**src/rtl/fetch_sequencer.sv**
```systemverilog
// ----------------------------------------------------------------------------
// fetch_sequencer
//
// Control sequencer for instruction fetch and jump.
//
// A fetch drives PC onto the address bus, captures PC+1 into INC, holds a
// memory read for MEM_WAIT cycles, latches the instruction, and then moves
// INC back into PC. A jump moves register J into PC. Every sequence ends
// with a single DONE cycle and then returns to IDLE.
//
// Parameters
//   MEM_WAIT   cycles the memory read is held before the instruction latch
//              (legal range 1..15)
//
// Ports
//   clock      system clock, rising edge active
//   reset      synchronous, active-low reset
//   fetch_req  fetch the instruction at PC and advance PC by one
//   jump_req   transfer register J into PC (wins over fetch_req)
//   sel_pc     PC drives the address bus
//   sel_j      J drives the address bus
//   sel_inc    INC drives the address bus
//   mem_read   memory drives the data bus
//   ld_inst    instruction register load strobe
//   ld_inc     INC register load strobe
//   ld_pc      PC load strobe from the address bus
//   busy       high in every state except IDLE
//   done       one-cycle pulse at the end of a sequence
// ----------------------------------------------------------------------------
module fetch_sequencer #(
    parameter int unsigned MEM_WAIT = 2
) (
    input  logic clock,
    input  logic reset,
    input  logic fetch_req,
    input  logic jump_req,
    output logic sel_pc,
    output logic sel_j,
    output logic sel_inc,
    output logic mem_read,
    output logic ld_inst,
    output logic ld_inc,
    output logic ld_pc,
    output logic busy,
    output logic done
);

    typedef enum logic [2:0] {
        IDLE    = 3'd0,
        F_ADDR  = 3'd1,
        F_READ  = 3'd2,
        F_LATCH = 3'd3,
        F_INC   = 3'd4,
        J_XFER  = 3'd5,
        DONE    = 3'd6
    } state_t;

    localparam logic [3:0] WAIT_LOAD = 4'(MEM_WAIT - 1);

    state_t     state;
    logic [3:0] wait_cnt;

    // State register and wait counter are the only storage; outputs below
    // are pure decodes of the state so requests never reach them directly.
    always_ff @(posedge clock) begin
        if (!reset) begin
            state    <= IDLE;
            wait_cnt <= '0;
        end else begin
            case (state)
                IDLE: begin
                    // Jump has priority; a simultaneous fetch is dropped.
                    if (jump_req) begin
                        state <= J_XFER;
                    end else if (fetch_req) begin
                        state <= F_ADDR;
                    end
                end
                F_ADDR: begin
                    wait_cnt <= WAIT_LOAD;
                    state    <= F_READ;
                end
                F_READ: begin
                    // Leaving on the zero count makes F_READ last MEM_WAIT cycles.
                    if (wait_cnt == '0) begin
                        state <= F_LATCH;
                    end else begin
                        wait_cnt <= wait_cnt - 4'd1;
                    end
                end
                F_LATCH: state <= F_INC;
                F_INC:   state <= DONE;
                J_XFER:  state <= DONE;
                DONE:    state <= IDLE;
                default: begin
                    state    <= IDLE;
                    wait_cnt <= '0;
                end
            endcase
        end
    end

    always_comb begin
        sel_pc   = 1'b0;
        sel_j    = 1'b0;
        sel_inc  = 1'b0;
        mem_read = 1'b0;
        ld_inst  = 1'b0;
        ld_inc   = 1'b0;
        ld_pc    = 1'b0;
        busy     = 1'b0;
        done     = 1'b0;
        case (state)
            F_ADDR: begin
                sel_pc = 1'b1;
                ld_inc = 1'b1;
                busy   = 1'b1;
            end
            F_READ: begin
                sel_pc   = 1'b1;
                mem_read = 1'b1;
                busy     = 1'b1;
            end
            F_LATCH: begin
                sel_pc   = 1'b1;
                mem_read = 1'b1;
                ld_inst  = 1'b1;
                busy     = 1'b1;
            end
            F_INC: begin
                sel_inc = 1'b1;
                ld_pc   = 1'b1;
                busy    = 1'b1;
            end
            J_XFER: begin
                sel_j = 1'b1;
                ld_pc = 1'b1;
                busy  = 1'b1;
            end
            DONE: begin
                done = 1'b1;
                busy = 1'b1;
            end
            default: ;
        endcase
    end

endmodule
```
**config.mk**
```make
export PLATFORM = sky130hd
export DESIGN_NAME = fetch_sequencer
export DESIGN_NICKNAME = d
export VERILOG_FILES = /design/src/rtl/fetch_sequencer.sv
export SDC_FILE = /design/constraint.sdc
export NUM_CORES = 1
export LEC_CHECK = 0
export ABC_AREA = 1
export BUFFER_PORTS_ARGS = -buffer_cell sky130_fd_sc_hd__buf_2
export CAP_MARGIN = 20
export CORE_AREA = 3 3 40 42
export DETAILED_ROUTE_END_ITERATION = 16
export DIE_AREA = 0 0 43 45
export PLACE_DENSITY = 0.63
export SYNTH_ARGS = -nofsm -noshare
export SYNTH_HDL_FRONTEND = slang
export SYNTH_SLANG_ARGS = --single-unit
export TNS_END_PERCENT = 50
```
**constraint.sdc**
```tcl
create_clock -name clock -period 1.45 [get_ports clock]
set_input_delay 0 -clock clock [delete_from_list [all_inputs] [get_ports clock]]
set_output_delay 0 -clock clock [all_outputs]
set_load 0.02 [all_outputs]
```
==> impl_metrics.xml, run 1 <==
<?xml version="1.0" encoding="UTF-8"?>
<metrics>
  <group name="final_layout">
    <metric name="layout.cells.most_common_list" unit="">sky130_fd_sc_hd__nand2_1, sky130_fd_sc_hd__inv_1, sky130_fd_sc_hd__buf_2</metric>
    <metric name="layout.cells.most_common" unit="">sky130_fd_sc_hd__nand2_1</metric>
    <metric name="areaGrowthSynthToFinish" unit="%">23.22</metric>
    <metric name="number_of_inserted_diodes" unit="">0</metric>
    <metric name="nNetsFinal" unit="">97</metric>
    <metric name="layout-drive-gt1-share" unit="%">28.89</metric>
  </group>
  <group name="yosys">
    <metric name="syn_inst" unit="">74</metric>
    <metric name="synth_seq_cells" unit="">7</metric>
    <metric name="syn_nets" unit="">80</metric>
    <metric name="postSynthAreaPerCell" unit="sq um">6.188</metric>
    <metric name="synthDistinctLibCells" unit="">16</metric>
    <metric name="yosys_warnings" unit="">0</metric>
    <metric name="synth_seq_area_share" unit="%">30.60</metric>
    <metric name="synth_area" unit="sq um">457.9</metric>
  </group>
  <group name="worst_setup_path">
    <metric name="crit_startpoint" unit="">state[0]</metric>
    <metric name="timing.rr.start" unit="">wait_cnt[0]</metric>
    <metric name="timing.critical_path.slowest_cell_delay" unit="ns">0.44</metric>
    <metric name="reg2reg_to" unit="">wait_cnt[0]</metric>
    <metric name="cp-endpoint" unit="">busy</metric>
    <metric name="path_max_fanout" unit="">6</metric>
    <metric name="r2r_setup_slack" unit="ns">0.23</metric>
    <metric name="rr_worst_depth" unit="">9</metric>
    <metric name="critical_path.cell_chain" unit="">nand2_1, inv_1, nor2_1, or2_2, buf_2</metric>
    <metric name="critPathArrivalTime" unit="ns">1.32</metric>
    <metric name="worst-setup-path-type" unit="">reg -&gt; out</metric>
    <metric name="critical_path.endpoint_type" unit="">primary output</metric>
    <metric name="worstSetupStartpointType" unit="">flop</metric>
    <metric name="cp_slowest_cell" unit="">sky130_fd_sc_hd__dfxtp_1</metric>
    <metric name="crit_required" unit="ns">1.45</metric>
  </group>
  <group name="timing">
    <metric name="setup_repair_after_global_routing_missed_its_margin" unit="">false</metric>
    <metric name="totalNegativeSetupSlack" unit="ns">0</metric>
    <metric name="maxSlewViolCount" unit="">0</metric>
    <metric name="min_period" unit="ns">1.322</metric>
    <metric name="timing.final.crit_share" unit="%">91.17</metric>
    <metric name="max-slew-margin-rel" unit="%">84.71</metric>
    <metric name="transition_at_the_pin_with_the_smallest_max_transition_slack" unit="ns">0.2285</metric>
    <metric name="clock_skew" unit="ns">0.005206</metric>
    <metric name="max_clock_freq" unit="GHz">0.7564</metric>
    <metric name="final_hold_viol_count" unit="">0</metric>
    <metric name="finalSetupViolations" unit="">0</metric>
  </group>
  <group name="grt">
    <metric name="antenna_found_initial" unit="">0</metric>
    <metric name="use_met2" unit="%">17.96</metric>
    <metric name="grt-busiest-layer" unit="">met2</metric>
    <metric name="global_route.usage.total" unit="%">11.16</metric>
    <metric name="pin_count_of_the_biggest_net_entering_global_routing" unit="">8</metric>
    <metric name="first_global_vias" unit="">448</metric>
    <metric name="grt_util_met1" unit="%">12.77</metric>
    <metric name="use_met3" unit="%">5.578</metric>
    <metric name="gr-total-overflow" unit="">0</metric>
    <metric name="grt_first_pass_wirelength" unit="mm">1.656</metric>
  </group>
  <group name="clocking">
    <metric name="cts.sink_count" unit="">7</metric>
    <metric name="cts_buffers" unit="">3</metric>
    <metric name="tritoncts" unit="">done</metric>
    <metric name="cts.root.buffer_cell" unit="">sky130_fd_sc_hd__clkbuf_4</metric>
    <metric name="clock_transition_time_at_the_flip_flop_clock_pins_of_the_worst_setup_and_hold_paths" unit="ns">0.05</metric>
    <metric name="postCtsSetupBuffers" unit="">0</metric>
    <metric name="max-clock-path-buffers" unit="">2</metric>
    <metric name="htree_levels" unit="">1</metric>
    <metric name="clk_latency" unit="ns">0.25</metric>
  </group>
  <group name="drt">
    <metric name="drc" unit="">0</metric>
    <metric name="first_pass_iteration_count_of_the_detailed_router" unit="">4</metric>
    <metric name="viasPerCell" unit="">4.533</metric>
    <metric name="routed_wirelength" unit="microns">936</metric>
    <metric name="vias" unit="">476</metric>
    <metric name="dr.first_iter.drc_count" unit="">10</metric>
    <metric name="antenna_violating_nets_post_route" unit="">0</metric>
    <metric name="routed_wire_length_per_instance" unit="microns">8.914</metric>
  </group>
  <group name="power_and_ir_drop">
    <metric name="switching_share" unit="%">46.13</metric>
    <metric name="power.sequential.fraction" unit="%">29.2</metric>
    <metric name="power_density" unit="mW/mm^2">1691</metric>
    <metric name="pwr-share-comb" unit="%">52.7</metric>
    <metric name="p_sw" unit="uW">440.1</metric>
    <metric name="intPower" unit="uW">514.0</metric>
    <metric name="pwr-share-clk" unit="%">18.1</metric>
    <metric name="total_power" unit="uW">954.1</metric>
    <metric name="max-vdd-ir-drop" unit="V">0.0007737</metric>
    <metric name="p_leak" unit="uW">0.0003150</metric>
  </group>
  <group name="placement">
    <metric name="gp_routability_congestion" unit="">0.8049</metric>
    <metric name="hpwl" unit="microns">778.7</metric>
    <metric name="buffer_ports.inserted" unit="">12</metric>
  </group>
  <group name="floorplanning">
    <metric name="floorplan.core_area" unit="sq mm">0.001285</metric>
    <metric name="die_x" unit="microns">43</metric>
    <metric name="floorplan.rows" unit="">13</metric>
    <metric name="io-pin-count" unit="">13</metric>
    <metric name="die_y" unit="microns">45</metric>
    <metric name="dieArea" unit="sq mm">0.001935</metric>
    <metric name="floorplan.initialDensity" unit="%">35.64</metric>
  </group>
  <group name="hold_path">
    <metric name="worst_hold_path_type" unit="">in -&gt; reg</metric>
    <metric name="whs_path_depth" unit="">3</metric>
  </group>
  <group name="flow_run">
    <metric name="cap_viol_max_count" unit="">0</metric>
  </group>
  <group name="status">
    <metric name="status" unit="">finished clean</metric>
  </group>
</metrics>
worst max-delay path: cells and delay by family, from the launching register on:
kind / cells / cell delay (ns)
flip-flops: 1 / 0.44
buffers and inverters: 2 / 0.21
AND/OR/NAND/NOR: 3 / 0.43
layout make-up:
| cell class | count | area, sq um |
|---|---|---|
| fill | 136 | 720.7 |
| multi-input combinational | 52 | 261.5 |
| sequential | 7 | 141.4 |
| timing repair buffer | 12 | 60.06 |
| inverter | 15 | 56.30 |
| clock buffer | 4 | 26.28 |
| tap | 15 | 18.77 |
repair_timing:
action	CTS	global route
hold endpoints to repair	0	0
hold buffers	0	0
setup endpoints to repair	0	1
resized for setup	0	1
registers in the layout, summed over array words and instances, names as in the netlist:
signal,count
state,3
wait_cnt,4
layer usage:
| layer | up-vias | routed length [microns] |
|---|---|---|
| met1 | 199 | 440 |
| met2 | 12 | 418 |
| met5 | - | 0 |
| met4 | 0 | 13 |
| li1 | 263 | - |
| met3 | 2 | 64 |
worst min-delay path by stage:
stage / slack (ns) / endpoint / from
after floorplan: 0.12 / wait_cnt[0] / reset
after global placement: 0.27 / wait_cnt[0] / reset
after detailed placement: 0.27 / wait_cnt[0] / reset
after CTS: 0.01 / wait_cnt[0] / reset
after global routing: 0.02 / wait_cnt[0] / reset
final: 0.02 / wait_cnt[0] / reset
cells in the mapped netlist (all sizes together):
master / count / area [sq um]
a21oi: 4 / 20.02
nand2: 19 / 81.32
nor2: 12 / 55.06
nand4: 1 / 6.260
ha: 2 / 25.02
inv: 15 / 56.30
dfxtp: 7 / 140.1
or2: 1 / 6.260
nor3: 5 / 25.02
o21a: 1 / 7.510
o21ai: 2 / 10.01
nand3: 5 / 25.02
power groups by stage:
stage | sequential, uW | combinational (uW) | clock, uW
after global routing | 287 | 588 | 194
final | 278 | 503 | 173
after detailed placement | 281 | 507 | 0
after global placement | 281 | 501 | 0
after CTS | 277 | 508 | 181
after floorplan | 270 | 395 | 0
cell families (layout without fill, tap and decap cells):
kind of cell             Yosys count  after routing  share of synthesized area [%]
AND/OR/NAND/NOR                   43             43                          43.44
flip-flops                         7              7                          30.60
AO/OA/AOI/OAI                      7              7                          8.198
adder cells (fa/ha/maj)            2              2                          5.464
buffers and inverters             15             31                          12.29
metrics by stage:
stage / utilization (%) / cells / setup WS, ns / hold WS [ns] / instance area (sq um)
2_1_floorplan: - / 74 / 0.3307 / 0.1205 / 457.9
3_3_place_gp: 41.77 / 101 / 0.2551 / 0.2699 / 536.8
3_5_place_dp: 41.77 / 101 / 0.2302 / 0.2722 / 536.8
4_1_cts: 43.82 / 105 / 0.1050 / 0.01018 / 563.0
5_1_grt: 43.91 / 105 / 0.01710 / 0.02002 / 564.3
6_report: 43.91 / 105 / 0.1280 / 0.01858 / 564.3
(Power assumes the default switching activity.)
==> run 2, diff against run 1 <==
- ABC_AREA: 1 -> 0
- BUFFER_PORTS_ARGS: -buffer_cell sky130_fd_sc_hd__buf_2 -> not set
- DONT_BUFFER_PORTS: not set -> 1
- PLACE_DENSITY: 0.63 -> 0.59
==> run 2 against run 1 <==
  * Sequential power grew 25%
  * Hold slack gained 0.42 ns
  * Clock power grew 5%
  * Sequential share of layout area shrank 1.9 points
  * Combinational power grew 52%
  * Count of clock-buffer cells in the layout is the same
  * Flip-flop and latch count is the same
  * Maximum frequency shrank 2.7%
  * Global-route usage grew 2.2 points
  * Largest power group unchanged
==> impl_metrics.xml, run 2 <==
<?xml version="1.0" encoding="UTF-8"?>
<metrics>
  <group name="final_layout">
    <metric name="largest_register_ff_count" unit="">4</metric>
    <metric name="layout.cells.most_common" unit="">sky130_fd_sc_hd__nor2_1</metric>
    <metric name="num-fill-cells" unit="">134</metric>
    <metric name="areaGrowthSynthToFinish" unit="%">22.55</metric>
    <metric name="multi_input_comb_area" unit="sq um">316.6</metric>
    <metric name="largestRegisters" unit="">wait_cnt x4, state x3</metric>
    <metric name="nNetsFinal" unit="">76</metric>
    <metric name="number_of_inserted_diodes" unit="">0</metric>
    <metric name="layout.area.seq" unit="sq um">145.1</metric>
    <metric name="layout-drive-gt1-share" unit="%">24.64</metric>
    <metric name="regMostFlops" unit="">wait_cnt</metric>
    <metric name="layout.cells.most_common_list" unit="">sky130_fd_sc_hd__nor2_1, sky130_fd_sc_hd__inv_1, sky130_fd_sc_hd__buf_4</metric>
  </group>
  <group name="worst_setup_path">
    <metric name="critical_path.cell_chain" unit="">inv_1, ha_1, nor3b_4, nor3_1, buf_4, mux2i_1</metric>
    <metric name="cp_slowest_cell" unit="">sky130_fd_sc_hd__dfxtp_4</metric>
    <metric name="path_max_fanout" unit="">5</metric>
    <metric name="worst-setup-path-type" unit="">reg -&gt; reg</metric>
    <metric name="critical_path.endpoint_type" unit="">flop</metric>
    <metric name="critPathArrivalTime" unit="ns">1.49</metric>
    <metric name="timing.critical_path.slowest_cell_delay" unit="ns">0.35</metric>
    <metric name="worstSetupStartpointType" unit="">flop</metric>
    <metric name="crit_required" unit="ns">1.58</metric>
    <metric name="r2r_setup_slack" unit="ns">0.09</metric>
  </group>
  <group name="yosys">
    <metric name="synth_area" unit="sq um">510.5</metric>
    <metric name="synth_top_area_share" unit="%">27.45</metric>
    <metric name="yosys_warnings" unit="">0</metric>
    <metric name="synth-edff-count" unit="">0</metric>
    <metric name="synth.cells.most_frequent" unit="">sky130_fd_sc_hd__nor2_1, sky130_fd_sc_hd__dfxtp_1, sky130_fd_sc_hd__inv_1</metric>
    <metric name="synth_seq_cells" unit="">7</metric>
    <metric name="synthDistinctLibCells" unit="">27</metric>
    <metric name="syn_nets" unit="">63</metric>
    <metric name="synth-main-ff-cell" unit="">sky130_fd_sc_hd__dfxtp_1</metric>
    <metric name="synth.most_common_cell" unit="">sky130_fd_sc_hd__nor2_1</metric>
    <metric name="synth.top_cells.by_area" unit="">sky130_fd_sc_hd__dfxtp_1, sky130_fd_sc_hd__nor2_1, sky130_fd_sc_hd__inv_1, sky130_fd_sc_hd__ha_1, sky130_fd_sc_hd__buf_6</metric>
    <metric name="syn_inst" unit="">57</metric>
    <metric name="most_area_hungry_cell_type_in_the_yosys_netlist" unit="">sky130_fd_sc_hd__dfxtp_1</metric>
    <metric name="postSynthAreaPerCell" unit="sq um">8.956</metric>
    <metric name="synth_seq_area_share" unit="%">27.45</metric>
    <metric name="async_reset_ff_share" unit="%">0</metric>
  </group>
  <group name="clocking">
    <metric name="clk_latency" unit="ns">0.26</metric>
    <metric name="tritoncts" unit="">done</metric>
    <metric name="postCtsSetupBuffers" unit="">0</metric>
    <metric name="cts.root.buffer_cell" unit="">sky130_fd_sc_hd__clkbuf_4</metric>
    <metric name="cts.sink_count" unit="">7</metric>
    <metric name="htree_levels" unit="">1</metric>
    <metric name="max-clock-path-buffers" unit="">2</metric>
    <metric name="clock_transition_time_at_the_flip_flop_clock_pins_of_the_worst_setup_and_hold_paths" unit="ns">0.06</metric>
    <metric name="cts_buffers" unit="">3</metric>
  </group>
  <group name="drt">
    <metric name="routed_wirelength" unit="mm">1.152</metric>
    <metric name="dr.first_iter.drc_count" unit="">8</metric>
    <metric name="viasPerCell" unit="">5.643</metric>
    <metric name="vias" unit="">474</metric>
    <metric name="antenna_violating_nets_post_route" unit="">0</metric>
    <metric name="drc" unit="">0</metric>
    <metric name="routed_wire_length_per_instance" unit="microns">13.71</metric>
    <metric name="first_pass_iteration_count_of_the_detailed_router" unit="">4</metric>
  </group>
  <group name="power_and_ir_drop">
    <metric name="max-vdd-ir-drop" unit="V">0.0008817</metric>
    <metric name="pwr-share-comb" unit="%">59.1</metric>
    <metric name="pwr-share-clk" unit="%">14.0</metric>
    <metric name="p_sw" unit="uW">613.1</metric>
    <metric name="switching_share" unit="%">47.32</metric>
    <metric name="power_density" unit="mW/mm^2">2071</metric>
    <metric name="total_power" unit="uW">1296</metric>
    <metric name="intPower" unit="uW">682.5</metric>
    <metric name="p_leak" unit="uW">0.0002537</metric>
    <metric name="power.sequential.fraction" unit="%">26.9</metric>
  </group>
  <group name="placement">
    <metric name="hpwl" unit="microns">846.5</metric>
    <metric name="buffer_ports.inserted" unit="">0</metric>
    <metric name="gp_routability_congestion" unit="">0.7579</metric>
  </group>
  <group name="floorplanning">
    <metric name="floorplan.core_area" unit="sq mm">0.001285</metric>
    <metric name="dieArea" unit="sq mm">0.001935</metric>
    <metric name="floorplan.rows" unit="">13</metric>
    <metric name="die_y" unit="microns">45</metric>
    <metric name="io-pin-count" unit="">13</metric>
    <metric name="die_x" unit="microns">43</metric>
    <metric name="floorplan.initialDensity" unit="%">39.73</metric>
  </group>
  <group name="timing">
    <metric name="final_hold_viol_count" unit="">0</metric>
    <metric name="setup_repair_after_global_routing_missed_its_margin" unit="">false</metric>
    <metric name="transition_at_the_pin_with_the_smallest_max_transition_slack" unit="ns">0.3793</metric>
    <metric name="totalNegativeSetupSlack" unit="ns">0</metric>
    <metric name="maxSlewViolCount" unit="">0</metric>
    <metric name="max-slew-margin-rel" unit="%">74.62</metric>
    <metric name="clock_skew" unit="ns">0.007199</metric>
    <metric name="max_clock_freq" unit="GHz">0.7357</metric>
    <metric name="min_period" unit="ns">1.359</metric>
    <metric name="timing.final.crit_share" unit="%">93.74</metric>
    <metric name="finalSetupViolations" unit="">0</metric>
  </group>
  <group name="grt">
    <metric name="global_route.usage.total" unit="%">13.33</metric>
    <metric name="pin_count_of_the_biggest_net_entering_global_routing" unit="">11</metric>
    <metric name="gr-total-overflow" unit="">0</metric>
    <metric name="grt_first_pass_wirelength" unit="mm">1.897</metric>
    <metric name="antenna_found_initial" unit="">0</metric>
    <metric name="first_global_vias" unit="">454</metric>
  </group>
  <group name="hold_path">
    <metric name="worst_hold_path_type" unit="">in -&gt; reg</metric>
  </group>
  <group name="flow_run">
    <metric name="cap_viol_max_count" unit="">0</metric>
  </group>
  <group name="status">
    <metric name="status" unit="">finished clean</metric>
  </group>
</metrics>
## run 2: repair_timing
item / 4_1_cts / 5_1_grt
endpoints found under the hold margin: 7 / 1
gates resized for setup: 0 / 4
hold buffers: 3 / 1
endpoints found under the setup margin: 0 / 4
## run 2: worst paths after layout
path / startpoint / end / cells past startpoint
worst max-delay path: wait_cnt[0] / wait_cnt[1] / 6
worst min-delay path: jump_req / state[2] / 3
worst max register to register: wait_cnt[0] / wait_cnt[1] / 6
worst min register to register: wait_cnt[1] / wait_cnt[1] / 2
## run 2: power groups by stage
stage | Sequential [uW] | Combinational (uW) | Clock [uW]
3_5_place_dp | 344 | 732 | 0
2_1_floorplan | 301 | 630 | 0
3_3_place_gp | 341 | 726 | 0
6_report | 348 | 766 | 182
4_1_cts | 340 | 744 | 190
5_1_grt | 361 | 837 | 199
## run 2: stage by stage
| step | hold slack [ns] | std cells | utilization (%) | instance area [sq um] | worst slack, ns |
|---|---|---|---|---|---|
| 2_1_floorplan | 0.1551 | 57 | - | 510.5 | 0.1613 |
| 3_3_place_gp | 0.1618 | 76 | 42.45 | 545.5 | 0.1088 |
| 3_5_place_dp | 0.1662 | 76 | 42.45 | 545.5 | 0.03860 |
| 4_1_cts | 0.004586 | 83 | 46.84 | 601.8 | 0.02872 |
| 5_1_grt | 0.4710 | 84 | 48.69 | 625.6 | 0.002741 |
| 6_report | 0.4414 | 84 | 48.69 | 625.6 | 0.09072 |
## run 2: layout make-up
type / count / area share [%]
Clock buffer: 4 / 4.200
Inverter: 7 / 4.200
Timing Repair Buffer: 11 / 14.80
Sequential cell: 7 / 23.20
Tap cell: 15 / 3.000
Multi-Input combinational cell: 40 / 50.60
## run 2: cell families (layout without fill, tap and decap cells)
family | count (synthesis) | in the layout | share of synthesized area, %
mux | 2 | 2 | 3.922
simple gates | 22 | 22 | 26.96
buf+inv | 10 | 22 | 12.25
fa+ha+maj | 2 | 2 | 4.901
flops | 7 | 7 | 27.45
xor+xnor | 2 | 2 | 3.432
compound gates | 12 | 12 | 21.08
## run 2: critical path, delay by kind of cell, from the launching register on
family,cells,cell delay (ns)
adder cells (fa/ha/maj),1,0.15
buffers and inverters,2,0.25
multiplexers,1,0.11
AND/OR/NAND/NOR,2,0.39
flip-flops,1,0.35
## run 2: routing by layer
metal	vias to the layer above	wire length, microns	share of wire [%]	global-route usage [%]
li1	229	-	-	-
met1	225	504	44	15.94
met2	16	559	49	21.56
met3	4	58	5.0	1.594
met4	0	29	2.5	10.84
met5	-	0	0	0
